$ cat config.mk
export PLATFORM = sky130hd
export DESIGN_NAME = ltl_monitor_sched_flat
export DESIGN_NICKNAME = d
export VERILOG_FILES = /design/src/rtl/ltl_monitor_sched_if.sv /design/src/rtl/ltl_monitor_sched.sv /design/src/flat_wrapper.sv
export SDC_FILE = /design/constraint.sdc
export NUM_CORES = 1
export LEC_CHECK = 0
export CAP_MARGIN = 5
export CORE_AREA = 5 5 90 59
export CTS_BUF_LIST = sky130_fd_sc_hd__clkbuf_8
export DETAILED_ROUTE_END_ITERATION = 7
export DIE_AREA = 0 0 95 64
export HOLD_SLACK_MARGIN = 0.08
export PLACE_DENSITY = 0.73
export SETUP_SLACK_MARGIN = 0.15
export SLEW_MARGIN = 20
export SYNTH_ARGS = -nofsm -noshare
export SYNTH_HDL_FRONTEND = slang
export SYNTH_SLANG_ARGS = --single-unit
$ cat constraint.sdc
create_clock -name clk -period 2.51 [get_ports clk]
set_input_delay 0.502 -clock clk [delete_from_list [all_inputs] [get_ports clk]]
set_output_delay 0.502 -clock clk [all_outputs]
set_load 0.01 [all_outputs]
$ cat src/rtl/ltl_monitor_sched_if.sv
// Requester and automaton-side signals of the LTL monitor scheduler.
// master = requesters/automaton side, slave = the scheduler.
interface ltl_monitor_sched_if #(
  parameter int NUM_REQ    = 2,
  parameter int NUM_REPORT = 4
);
  logic [NUM_REQ-1:0]    req_valid;
  logic [NUM_REQ*8-1:0]  req_symbol;
  logic [NUM_REQ-1:0]    req_ready;
  logic                  aut_reset;
  logic                  aut_run;
  logic [7:0]            aut_symbols;
  logic [NUM_REPORT-1:0] aut_report;

  modport master (
    output req_valid, req_symbol, aut_report,
    input  req_ready, aut_reset, aut_run, aut_symbols
  );

  modport slave (
    input  req_valid, req_symbol, aut_report,
    output req_ready, aut_reset, aut_run, aut_symbols
  );
endinterface

$ cat src/rtl/ltl_monitor_sched.sv
// Sequencing controller for one LTL automaton: round-robin symbol arbitration, init/halt control.
// Optional LTL_MONITOR_SCHED_TIMESTAMP_EN adds report_index/report_src capture ports.
module ltl_monitor_sched #(
  parameter int NUM_REQ     = 2,
  parameter int NUM_REPORT  = 4,
  parameter int INIT_CYCLES = 2,
  parameter int CNT_W       = 16
) (
  input  logic                  clk,
  input  logic                  reset,
  input  logic                  start,
  input  logic                  clear,
  ltl_monitor_sched_if.slave    bus,
  output logic                  violation,
  output logic [NUM_REPORT-1:0] report_latched,
  output logic                  busy,
  output logic [CNT_W-1:0]      sym_count
`ifdef LTL_MONITOR_SCHED_TIMESTAMP_EN
  ,
  output logic [CNT_W-1:0]      report_index,
  output logic [2:0]            report_src
`endif
);
  localparam int PTR_W  = (NUM_REQ > 1) ? $clog2(NUM_REQ) : 1;
  localparam int INIT_W = (INIT_CYCLES > 1) ? $clog2(INIT_CYCLES) : 1;

  typedef enum logic [1:0] {S_IDLE, S_INIT, S_STREAM, S_HALT} state_e;

  state_e                state_q, state_d;
  logic [INIT_W-1:0]     init_cnt_q;
  logic [PTR_W-1:0]      ptr_q;
  logic [CNT_W-1:0]      sym_count_q;
  logic                  violation_q;
  logic [NUM_REPORT-1:0] report_latched_q;
  logic                  aut_run_q;
  logic [7:0]            aut_sym_q;

  logic [NUM_REQ-1:0]    grant;
  logic [PTR_W-1:0]      gnt_idx;
  logic                  transfer;
  logic                  report_any;
  logic                  report_hit;
  logic                  init_entry;
  logic [7:0]            syms [NUM_REQ];

  for (genvar gi = 0; gi < NUM_REQ; gi++) begin : g_sym
    assign syms[gi] = bus.req_symbol[8*gi +: 8];
  end

  assign report_any = |bus.aut_report;
  assign report_hit = (state_q == S_STREAM) && report_any;
  assign init_entry = (state_d == S_INIT) && (state_q != S_INIT);

  // FSM state register
  always_ff @(posedge clk) begin
    if (reset) state_q <= S_IDLE;
    else       state_q <= state_d;
  end

  // FSM next state; clear outranks a coincident report
  always_comb begin
    state_d = state_q;
    case (state_q)
      S_IDLE:   if (start) state_d = S_INIT;
      S_INIT:   if (init_cnt_q == '0) state_d = S_STREAM;
      S_STREAM: begin
        if (clear)           state_d = S_INIT;
        else if (report_any) state_d = S_HALT;
      end
      S_HALT:   if (clear) state_d = S_INIT;
      default:  state_d = S_IDLE;
    endcase
  end

  // FSM outputs; a pending report suppresses any grant in the same cycle
  always_comb begin
    int                cand;
    logic [PTR_W-1:0]  cand_idx;
    grant    = '0;
    gnt_idx  = '0;
    transfer = 1'b0;
    cand     = 0;
    cand_idx = '0;
    if ((state_q == S_STREAM) && !report_any) begin
      for (int i = 0; i < NUM_REQ; i++) begin
        cand     = (int'(ptr_q) + i) % NUM_REQ;
        cand_idx = PTR_W'(cand);
        if (!transfer && bus.req_valid[cand_idx]) begin
          transfer        = 1'b1;
          gnt_idx         = cand_idx;
          grant[cand_idx] = 1'b1;
        end
      end
    end
  end

  assign bus.req_ready   = grant;
  assign bus.aut_reset   = (state_q == S_IDLE) || (state_q == S_INIT);
  assign busy            = (state_q == S_INIT) || (state_q == S_STREAM);
  assign bus.aut_run     = aut_run_q;
  assign bus.aut_symbols = aut_sym_q;
  assign violation       = violation_q;
  assign report_latched  = report_latched_q;
  assign sym_count       = sym_count_q;

  always_ff @(posedge clk) begin
    if (reset) begin
      init_cnt_q       <= '0;
      ptr_q            <= '0;
      sym_count_q      <= '0;
      violation_q      <= 1'b0;
      report_latched_q <= '0;
      aut_run_q        <= 1'b0;
      aut_sym_q        <= '0;
    end else begin
      aut_run_q <= transfer;
      if (transfer) aut_sym_q <= syms[gnt_idx];
      if (init_entry) begin
        init_cnt_q       <= INIT_W'(INIT_CYCLES - 1);
        ptr_q            <= '0;
        sym_count_q      <= '0;
        violation_q      <= 1'b0;
        report_latched_q <= '0;
      end else begin
        if ((state_q == S_INIT) && (init_cnt_q != '0)) init_cnt_q <= init_cnt_q - INIT_W'(1);
        if (transfer) begin
          ptr_q <= PTR_W'((int'(gnt_idx) + 1) % NUM_REQ);
          if (sym_count_q != '1) sym_count_q <= sym_count_q + CNT_W'(1);
        end
        if (report_hit && !clear) begin
          violation_q      <= 1'b1;
          report_latched_q <= bus.aut_report;
        end
      end
    end
  end

`ifdef LTL_MONITOR_SCHED_TIMESTAMP_EN
  logic [CNT_W-1:0] report_index_q;
  logic [2:0]       report_src_q;
  logic [2:0]       last_src_q;

  always_ff @(posedge clk) begin
    if (reset) begin
      report_index_q <= '0;
      report_src_q   <= '0;
      last_src_q     <= '0;
    end else if (init_entry) begin
      report_index_q <= '0;
      report_src_q   <= '0;
      last_src_q     <= '0;
    end else begin
      if (transfer) last_src_q <= 3'(gnt_idx);
      if (report_hit && !clear) begin
        report_index_q <= sym_count_q;
        report_src_q   <= last_src_q;
      end
    end
  end

  assign report_index = report_index_q;
  assign report_src   = report_src_q;
`endif
endmodule

$ cat src/flat_wrapper.sv
// flat-port wrapper written by rule: the top's interface ports become plain ports
module ltl_monitor_sched_flat 
#(
  parameter int NUM_REQ     = 2,
  parameter int NUM_REPORT  = 4,
  parameter int INIT_CYCLES = 2,
  parameter int CNT_W       = 16
)
  (clk, reset, start, clear, violation, report_latched, busy, sym_count, bus_req_valid, bus_req_symbol, bus_aut_report, bus_req_ready, bus_aut_reset, bus_aut_run, bus_aut_symbols);
  ltl_monitor_sched_if #(.NUM_REQ(NUM_REQ), .NUM_REPORT(NUM_REPORT)) bus_i ();
  input  logic clk;
  input  logic reset;
  input  logic start;
  input  logic clear;
  output logic violation;
  output logic [NUM_REPORT-1:0] report_latched;
  output logic busy;
  output logic [CNT_W-1:0] sym_count;
  input wire logic [$bits(bus_i.req_valid)-1:0] bus_req_valid;
  input wire logic [$bits(bus_i.req_symbol)-1:0] bus_req_symbol;
  input wire logic [$bits(bus_i.aut_report)-1:0] bus_aut_report;
  output wire logic [$bits(bus_i.req_ready)-1:0] bus_req_ready;
  output wire logic [$bits(bus_i.aut_reset)-1:0] bus_aut_reset;
  output wire logic [$bits(bus_i.aut_run)-1:0] bus_aut_run;
  output wire logic [$bits(bus_i.aut_symbols)-1:0] bus_aut_symbols;
  assign bus_i.req_valid = bus_req_valid;
  assign bus_i.req_symbol = bus_req_symbol;
  assign bus_i.aut_report = bus_aut_report;
  assign bus_req_ready = bus_i.req_ready;
  assign bus_aut_reset = bus_i.aut_reset;
  assign bus_aut_run = bus_i.aut_run;
  assign bus_aut_symbols = bus_i.aut_symbols;
  ltl_monitor_sched #(.NUM_REQ(NUM_REQ), .NUM_REPORT(NUM_REPORT), .INIT_CYCLES(INIT_CYCLES), .CNT_W(CNT_W)) u_core (.clk(clk), .reset(reset), .start(start), .clear(clear), .bus(bus_i), .violation(violation), .report_latched(report_latched), .busy(busy), .sym_count(sym_count));
endmodule
==> impl_results.md, run 1 <==
- Root Driver: clkbuf_8
- Most Frequent Cell on Critical Path: inv_1
- Initial antenna violation count: 0
- Setup repair after global routing missed its margin: no
- Number of CTS-inserted buffers: 5
- Setup CP Type: reg2out
- Synth Cell Area: roughly 0.0017 mm²
- Row Count: 19
- Cts hold-fix bufs: 0
- Top cells by count, synth: 38 x nor2_1, 34 x dfxtp_1, 27 x nand2_1, 13 x xnor2_1, 10 x nor3_1
- Cell count after synthesis: about 190
- GRT Total Usage: between 10% and 20%
- Sequential share of the synthesized area: about two fifths
- Clock slew at the register clock pins of the worst setup and hold paths: ~0.060 ns
- GR Layer Usage met1: approximately a quarter
- Initial DRC Count: 60
- Async set-reset flop share out of synthesis: 0%
- Register-to-Register Path Depth: 8
- Ys flop type: dfxtp_1
- Final WS setup: 0.285 ns
- Total grt overflow: 0
- Vias in the first global route: ~1600
- Yosys top cell area share: about two fifths
- Nets: around 310
- Met2 GRT Util: 21.9%
- Worst Hold Path EP: u_core.violation
- FMAX: roughly 0.45 GHz
- Final worst path period need: about 2.2 ns
- Endpoint class of the critical path: output port
- CP arrival: ~1.7 ns
- Register bit total from synthesis: 34
- DR vias: 1654
- R2R Path End: u_core.init_cnt_q
- Routed vias/inst: just under 5
- Initial core utilization: around two fifths
- Max_cap viols: 0
- Routability Congestion: slightly below 0.8
- Most Crowded Layer GR: met1
- Clock Skew: between 0.007 and 0.008 ns
- Initial DRT Pass Iterations: 4
- Post-Syn Area per Cell: 8.64 µm²
- Pwr per Cell Area: about 470 mW/mm²
- Synth-to-layout area growth: 56.8%
- First-pass GRT wire length: around 7.6 mm
- Final Max Tran Viols: 0
- Worst Hold Depth: 2
- Die Area: around 0.0061 mm²
- Crit Path Max Fanout: 7
- Met3 Resource Use GR: 4.22%
- Min-Delay Path Class: reg2reg
- Hold slack: 0.484 ns
- RR Startpoint: u_core.state_q[0]
- TritonCTS clock tree: yes
- Die Wd: around 95 µm
- Clock Path Buffers: 2
- Final period util: about nine tenths
- Routed Antenna Nets: 0
- Max-slew headroom: approximately 55%
- Layout cells sized above 1: 15.2%
- Synth area leaders: dfxtp_1 41%, nor2_1 8.5%, xnor2_1 6.8%
- Slew of the pin with the lowest slew margin: about 0.67 ns
- Post-synth EDFFs: 0
- Leak: just over 0.9 nW
- Distinct cells, synth: 39
- Total core area: ~0.0044 mm²
- Yosys warns: 0
- WL/cell: about 14 µm
- Most frequent cell after synthesis: nor2_1
- I/O Pins: 60
- H-tree Lvls: 2
- Clock latency on the worst-skew pair: 0.29 ns
- CP cell instances: inv_1, ha_2, nor2_1, inv_1, clkdlybuf4s50_1
- Final hold vios: 0
- DP HPWL: between 3 and 4 mm
- Fin util: approximately 60%
- Final setup fails: 0
- Crit-path max cell delay: roughly 0.52 ns
- Syn_nets: roughly 230
- TNS Setup: 0 ns
- Clock sink count: 34
- Setup crit start kind: register
- Synth area leader: dfxtp_1
- Remaining DRCs: 0
- Worst hold start: u_core.violation
- R2r setup slk: roughly 0.4 ns
- Die Height: 64 µm
- Critical Path RT: about 2 ns
- Pin count of the biggest net entering global routing: 17
- CP max stage cell: clkdlybuf4s50_1
- Pre-CTS setup slack: -0.258 ns
- WL final: ~4.6 mm
- Total inserted antenna cells: 0
- Outcome: completed
- Count of input and output buffers: about 60
- Worst vdd ir: approximately 270 µV
## state kept, by name, indices dropped and copies added, names as in the netlist
name                    count
u_core.bus.aut_run          1
u_core.bus.aut_symbols      8
u_core.init_cnt_q           1
u_core.ptr_q                1
u_core.report_latched       4
u_core.state_q              2
u_core.sym_count           16
u_core.violation            1
## per-layer routing
metal  part of all wire, %  up-vias
li1                      -      849
met5                     0        -
met3                   3.9        8
met1                    53      768
met4                   1.2        0
met2                    42       29
## timing repair
| action | CTS | global route |
|---|---|---|
| gates resized for setup | 15 | 3 |
| pin swaps | 3 | 0 |
| buffers inserted | 1 | 0 |
| setup endpoints to repair | 15 | 1 |
## worst max-delay path by stage
stage / startpoint / endpoint / slack (ns) / cells past startpoint
final: u_core.state_q[0] / bus_aut_reset / 0.29 / 5
after global routing: u_core.state_q[0] / bus_aut_reset / 0.19 / 5
after floorplan: bus_aut_report[0] / bus_req_ready[1] / 0.46 / 3
after CTS: u_core.state_q[0] / bus_aut_reset / 0.17 / 5
after detailed placement: bus_aut_report[0] / bus_req_ready[1] / -0.26 / 6
after global placement: bus_aut_report[0] / bus_req_ready[0] / -0.26 / 5
## per-stage QoR
stage / area (µm²) / std cells / power (mW)
6_report: 2630 / 339 / 1.22
5_1_grt: 2630 / 339 / 1.27
4_1_cts: 2620 / 339 / 1.23
3_5_place_dp: 2480 / 330 / 0.734
3_3_place_gp: 2480 / 330 / 0.733
2_1_floorplan: 1680 / 194 / 0.635
## report_power, final
| group | total [mW] | switching [mW] | internal, mW |
|---|---|---|---|
| sequential | 0.554 | 0.00706 | 0.547 |
| clock | 0.484 | 0.195 | 0.289 |
| combinational | 0.185 | 0.0842 | 0.101 |
## cell families after synthesis
group | Yosys count | share of synthesized area, %
flip-flops | 34 | 40.6
AO/OA/AOI/OAI | 23 | 11.2
adder cells (fa/ha/maj) | 6 | 4.48
XOR/XNOR | 13 | 6.80
AND/OR/NAND/NOR | 103 | 31.4
buffers and inverters | 10 | 2.46
multiplexers | 5 | 2.99
## worst max-delay path, delay by kind of cell, from the launching register on
family | cells | cell delay [ns]
buf+inv | 3 | 0.71
flops | 1 | 0.35
fa+ha+maj | 1 | 0.30
simple gates | 1 | 0.08
## cells in the final DEF (no fill, tap or decap), types with 3 or more instances in the layout
cell type,netlist,layout
nor3b_1,4,4
nand4_1,3,3
nand3_1,6,6
nor3_1,10,10
xnor2_1,13,13
buf_4,0,19
dfxtp_1,34,32
clkdlybuf4s50_1,0,53
mux2i_1,5,5
dlygate4sd2_1,0,4
nor2_1,38,38
nand2_1,27,27
inv_1,4,6
a311oi_1,8,8
ha_1,6,5
clkbuf_8,0,5
## area by class of cell
cell class              count  area (µm²)
repair buffers             79         751
flip-flops and latches     34         683
inverters                   5        18.8
clock inverters             3        37.5
multi-input cells         150         990
well taps                  63        78.8
fillers                   402        1750
clock buffers               5        68.8
No activity file was read; power rests on OpenSTA's default activity.
==> run 2: changes to the inputs <==
Settings changed: CTS_CLUSTER_DIAMETER set to 120.
==> results of run 2 <==
Same layout as run 1: the final DEF is identical, and so are final timing and power.
